## config.mk

```make
export PLATFORM = sky130hd
export DESIGN_NAME = reg_load_sched
export DESIGN_NICKNAME = d
export VERILOG_FILES = /design/src/rtl/reg_load_sched.sv
export SDC_FILE = /design/constraint.sdc
export NUM_CORES = 1
export LEC_CHECK = 0
export ABC_AREA = 1
export BUFFER_PORTS_ARGS = -buffer_cell sky130_fd_sc_hd__buf_2
export CAP_MARGIN = 20
export CORE_UTILIZATION = 50
export DETAILED_ROUTE_END_ITERATION = 8
export MAX_ROUTING_LAYER = met4
export PLACE_DENSITY = 0.82
export SYNTH_ARGS = -nofsm -noshare
export SYNTH_HDL_FRONTEND = slang
export SYNTH_SLANG_ARGS = --single-unit
export TNS_END_PERCENT = 20
```

## constraint.sdc

```tcl
create_clock -name Clock -period 3.1 [get_ports Clock]
set_input_delay 0.155 -clock Clock [delete_from_list [all_inputs] [get_ports Clock]]
set_output_delay 0.155 -clock Clock [all_outputs]
set_load 0.02 [all_outputs]
```

## src/rtl/reg_load_sched.sv

```systemverilog
// Register-file write scheduler: arbitrates immediate ALU writes and in-order
// memory responses onto one registered write port, with a per-register scoreboard.
module reg_load_sched #(
    parameter int NUM_REGS = 4,
    parameter int SEL_W    = 2,
    parameter int DATA_W   = 8,
    parameter int MAX_PEND = 2
) (
    input  logic                Clock,
    input  logic                Reset_n,
    input  logic [SEL_W-1:0]    Select,
    input  logic                Load_DST,
    input  logic [DATA_W-1:0]   Wr_Data,
    input  logic                Defer_Valid,
    input  logic [SEL_W-1:0]    Defer_Select,
    output logic                Defer_Ready,
    input  logic                Resp_Valid,
    input  logic [DATA_W-1:0]   Resp_Data,
    output logic                Stall,
    output logic [NUM_REGS-1:0] Load_R,
    output logic [DATA_W-1:0]   Load_Data,
    output logic [NUM_REGS-1:0] Pending,
    output logic                Err
);

    localparam int PTR_W = (MAX_PEND > 1) ? $clog2(MAX_PEND) : 1;
    localparam int CNT_W = $clog2(MAX_PEND + 1);
    localparam logic [PTR_W-1:0] PTR_LAST = PTR_W'(MAX_PEND - 1);
    localparam logic [CNT_W-1:0] CNT_FULL = CNT_W'(MAX_PEND);
    localparam logic [SEL_W:0]   NREGS    = (SEL_W + 1)'(NUM_REGS);

    // Out-of-range selects decode to all-zero, so they never hit the scoreboard.
    function automatic logic [NUM_REGS-1:0] onehot(input logic [SEL_W-1:0] sel);
        logic [NUM_REGS-1:0] v;
        v = '0;
        for (int i = 0; i < NUM_REGS; i++) begin
            v[i] = (sel == SEL_W'(i));
        end
        return v;
    endfunction

    function automatic logic [PTR_W-1:0] ptr_inc(input logic [PTR_W-1:0] p);
        return (p == PTR_LAST) ? '0 : p + PTR_W'(1);
    endfunction

    logic [SEL_W-1:0]    mem_q [MAX_PEND];
    logic [SEL_W-1:0]    mem_d [MAX_PEND];
    logic [PTR_W-1:0]    rd_ptr_q, rd_ptr_d, wr_ptr_q, wr_ptr_d;
    logic [CNT_W-1:0]    count_q, count_d;
    logic [NUM_REGS-1:0] pending_q, pending_d;
    logic [NUM_REGS-1:0] load_r_q, load_r_d;
    logic [DATA_W-1:0]   load_data_q, load_data_d;
    logic                err_q, err_d;

    logic                sel_ok_s, dsel_ok_s, fifo_empty_s, fifo_full_s;
    logic                resp_fire_s, imm_acc_s, push_s;
    logic [NUM_REGS-1:0] sel_oh_s, dsel_oh_s, head_oh_s;

    // Handshake decode, arbitration and next-state computation.
    always_comb begin
        sel_oh_s     = onehot(Select);
        dsel_oh_s    = onehot(Defer_Select);
        head_oh_s    = onehot(mem_q[rd_ptr_q]);
        sel_ok_s     = ({1'b0, Select} < NREGS);
        dsel_ok_s    = ({1'b0, Defer_Select} < NREGS);
        fifo_empty_s = (count_q == '0);
        fifo_full_s  = (count_q == CNT_FULL);
        resp_fire_s  = Resp_Valid & ~fifo_empty_s;

        // Registered scoreboard gates both paths, so a freed register is only reusable next cycle.
        Stall       = Load_DST & sel_ok_s & ((|(pending_q & sel_oh_s)) | resp_fire_s);
        imm_acc_s   = Load_DST & sel_ok_s & ~(|(pending_q & sel_oh_s)) & ~resp_fire_s;
        Defer_Ready = ~fifo_full_s & dsel_ok_s & ~(|(pending_q & dsel_oh_s));
        push_s      = Defer_Valid & Defer_Ready;

        mem_d     = mem_q;
        rd_ptr_d  = rd_ptr_q;
        wr_ptr_d  = wr_ptr_q;
        count_d   = count_q;
        pending_d = pending_q;

        if (push_s) begin
            mem_d[wr_ptr_q] = Defer_Select;
            wr_ptr_d        = ptr_inc(wr_ptr_q);
        end else begin
            wr_ptr_d = wr_ptr_q;
        end

        if (resp_fire_s) begin
            rd_ptr_d = ptr_inc(rd_ptr_q);
        end else begin
            rd_ptr_d = rd_ptr_q;
        end

        case ({push_s, resp_fire_s})
            2'b10:   count_d = count_q + CNT_W'(1);
            2'b01:   count_d = count_q - CNT_W'(1);
            default: count_d = count_q;
        endcase

        pending_d = (pending_q & ~(resp_fire_s ? head_oh_s : '0)) |
                    (push_s ? dsel_oh_s : '0);

        // Memory response owns the write port whenever it fires.
        if (resp_fire_s) begin
            load_r_d    = head_oh_s;
            load_data_d = Resp_Data;
        end else if (imm_acc_s) begin
            load_r_d    = sel_oh_s;
            load_data_d = Wr_Data;
        end else begin
            load_r_d    = '0;
            load_data_d = load_data_q;
        end

        err_d = err_q | (Resp_Valid & fifo_empty_s) | (Load_DST & ~sel_ok_s) |
                (Defer_Valid & ~dsel_ok_s);
    end

    // State register.
    always_ff @(posedge Clock or negedge Reset_n) begin
        if (!Reset_n) begin
            for (int i = 0; i < MAX_PEND; i++) begin
                mem_q[i] <= '0;
            end
            rd_ptr_q    <= '0;
            wr_ptr_q    <= '0;
            count_q     <= '0;
            pending_q   <= '0;
            load_r_q    <= '0;
            load_data_q <= '0;
            err_q       <= 1'b0;
        end else begin
            mem_q       <= mem_d;
            rd_ptr_q    <= rd_ptr_d;
            wr_ptr_q    <= wr_ptr_d;
            count_q     <= count_d;
            pending_q   <= pending_d;
            load_r_q    <= load_r_d;
            load_data_q <= load_data_d;
            err_q       <= err_d;
        end
    end

    assign Load_R    = load_r_q;
    assign Load_Data = load_data_q;
    assign Pending   = pending_q;
    assign Err       = err_q;

endmodule

```

==> run metrics <==
hpwl dp=2190 um; max-cap violations=0; total clock sinks=25; Final period util=60.7%; I/O Pins=44; GRT Total Usage=23.0%; WL per Instance=12.1 um; DRC violations left=0; vias post-DR=1210; syn_area_per_cell=8.09 um^2; maximum number of pins on one net before global-route repair=26; Synth Cell Area=1310 um^2; clk_lat worst skew=310 ps; Compound-Gate Fraction of Synth Area=6.97%; Slew Limit Fails=0; FF+latch count, synth=25; CTS clock-pin slew for the worst setup and hold paths=130 ps; Placed Area=1550 um^2; Max FO, Critical Path=21; Post-CTS Resized=0; post-synthesis sequential area ratio=47.7%; final setup fails=0; switching pwr=0.715 mW; Yosys top cell area share=47.7%; cts hold-fix bufs=1; CTS tree=done; most frequent cell after synthesis=nand2_1; synthesis warning total=0; final worst setup slack=1220 ps; synth unique cells=22; routability cong.=0.953; DR vias/cell=5.08; endpoints failing hold=0; critical path endpoint category=register; die height=53.2 um; GRT Residual Overflow=0; Core ar.=2480 um^2; drt initial violations=26; Sw Ratio=47.3%; main combinational cell family by area after synthesis=simple AND/OR/NAND/NOR gates; WL final=2880 um; Worst EP arrival=2080 ps; Fill cells=219; power per cell area=949 nW/um^2; initial antenna violation count=0; Clock Skew=2.48 ps; static leakage power=0.906 nW; setup repair bufs after CTS=0; RSZ-0062 raised after global routing=no; input/output buffers=43; root buf cell=clkbuf_4; leading post-synthesis cells by cell area=dfrtp_1, nand2_1, nand3_1; clock power share=9.5%; area delta synth->final=21.3%; simple-gate area share of the yosys netlist=37.6%; status=finished clean; Fin Setup TNS=0 ps; crit path kind=register to register; drt first pass iters=4; first-pass GRT wire length=4610 um; fmax=0.532 GHz; number of buffers created by CTS=3; Initial Util=52.9%; share of synthesized registers carrying an async set or reset=100%; largest area contributor in the netlist=dfrtp_1; Final Power=1.51 mW; Worst Tran Pin Value=560 ps; number of flops mapped to enable cells by yosys=0; H-tree levels=1; Critical Path RT=3300 ps; nets@finish=235; Chip Width=53.2 um; VDD IR-drop max=0.614 mV; Final Cell Area=1590 um^2; post-synthesis mux area share=0%; dpl ws=1240 ps; ys flop type=dfrtp_1; Flop pwr share=38.4%; Internal Power=0.795 mW; die area=2830 um^2; vias in the first global route=1078; Slew HR=62.7%; Synth Area in XOR/XNOR=2.00%; Logic pwr share=52.1%; post-route ant nets=0; Setup crit start kind=register; maximum clock path buffer count=2; hold crit path type=input port to register; adder-cell area share of the yosys netlist=0.954%; Post-Syn Nets=188; share of cells above drive strength 1=31.7%; Site Rows=18; Inserted Diodes=0; Final min period=1880 ps; Post-synth top cells=nand2_1, dfrtp_1, nand3_1, inv_1, o21ai_0; Syn Inst Count=162
-- cells by family (layout without fill, tap and decap cells) --
| logic type | Yosys count | count (layout) |
|---|---|---|
| AOI/OAI and AO/OA | 14 | 14 |
| xor gates and xnor gates | 3 | 3 |
| adders and majority gates | 1 | 1 |
| buffers and inverters | 15 | 61 |
| DFF | 25 | 25 |
| and+or+nand+nor | 104 | 104 |
-- layer usage --
layer | vias up | share of wire, % | GRT usage, %
met5 | - | 0 | -
met4 | 0 | 0 | 3.95
met3 | 0 | 7.0 | 4.02
met2 | 44 | 46 | 40.4
met1 | 545 | 47 | 27.8
li1 | 621 | - | -
-- per-stage QoR --
step / util (%) / cells / hold slack (ps)
after detailed placement: 62.7 / 233 / 180
after global placement: 62.7 / 233 / 163
after global routing: 64.2 / 238 / 97.8
after CTS: 64.2 / 238 / 88.0
final: 64.2 / 238 / 101
after floorplan: - / 162 / -141
-- power groups by stage --
stage | clock, mW | sequential (mW) | combinational (mW)
3_5_place_dp | 0 | 0.584 | 0.789
3_3_place_gp | 0 | 0.574 | 0.763
4_1_cts | 0.149 | 0.577 | 0.792
6_report | 0.143 | 0.580 | 0.787
2_1_floorplan | 0 | 0.693 | 0.443
5_1_grt | 0.160 | 0.596 | 0.881
-- critical path, cell delays in order, from the launching register on --
cell	delay, ps
dfrtp_1	440
inv_2	80
nand2_1	50
nand2_1	50
buf_4	240
inv_2	160
ha_1	350
a21oi_1	130
o21ai_0	120
xor2_1	150
-- area by class of cell --
type	instances	area (um^2)	share of cell area, %
Sequential cell	25	626	39.3
Multi-Input combinational cell	122	623	39.2
Timing Repair Buffer	45	233	14.6
Inverter	12	45.0	2.83
Tap cell	30	37.5	2.36
Clock buffer	4	26.3	1.65
-- placed cells by master, fill, tap and decap left out, drive strengths merged --
master       synthesis  routed
xnor2                2       2
nand4                4       4
nor2                 3       3
inv                 12      12
buf                  3      44
ha                   1       1
dlygate4sd3          0       1
xor2                 1       1
clkbuf               0       4
o21ai               11      11
nand2               74      74
nand3               23      23
a21boi               1       1
a21oi                1       1
dfrtp               25      25
a31o                 1       1
-- worst paths after layout --
path	from	to	slack (ps)	cells after the start
worst min-delay path	Resp_Valid	Err$_DFF_PN0_	100	2
worst max register to register	count_q[0]$_DFFE_PN0P_	count_q[1]$_DFFE_PN0P_	1220	9
max in group asynchronous	Reset_n	count_q[1]$_DFFE_PN0P_	2370	2
worst max-delay path	count_q[0]$_DFFE_PN0P_	count_q[1]$_DFFE_PN0P_	1220	9
min in group asynchronous	Reset_n	Load_Data[0]$_DFFE_PN0P_	360	2
worst min register to register	Err$_DFF_PN0_	Err$_DFF_PN0_	480	1
-- registers in the layout, indices dropped and copies added, names as in the netlist --
name,flops
Load_Data,8
wr_ptr_q,1
Err,1
Pending,4
count_q,2
rd_ptr_q,1
Load_R,4
mem_q,4
No activity file was read; power rests on OpenSTA's default activity.
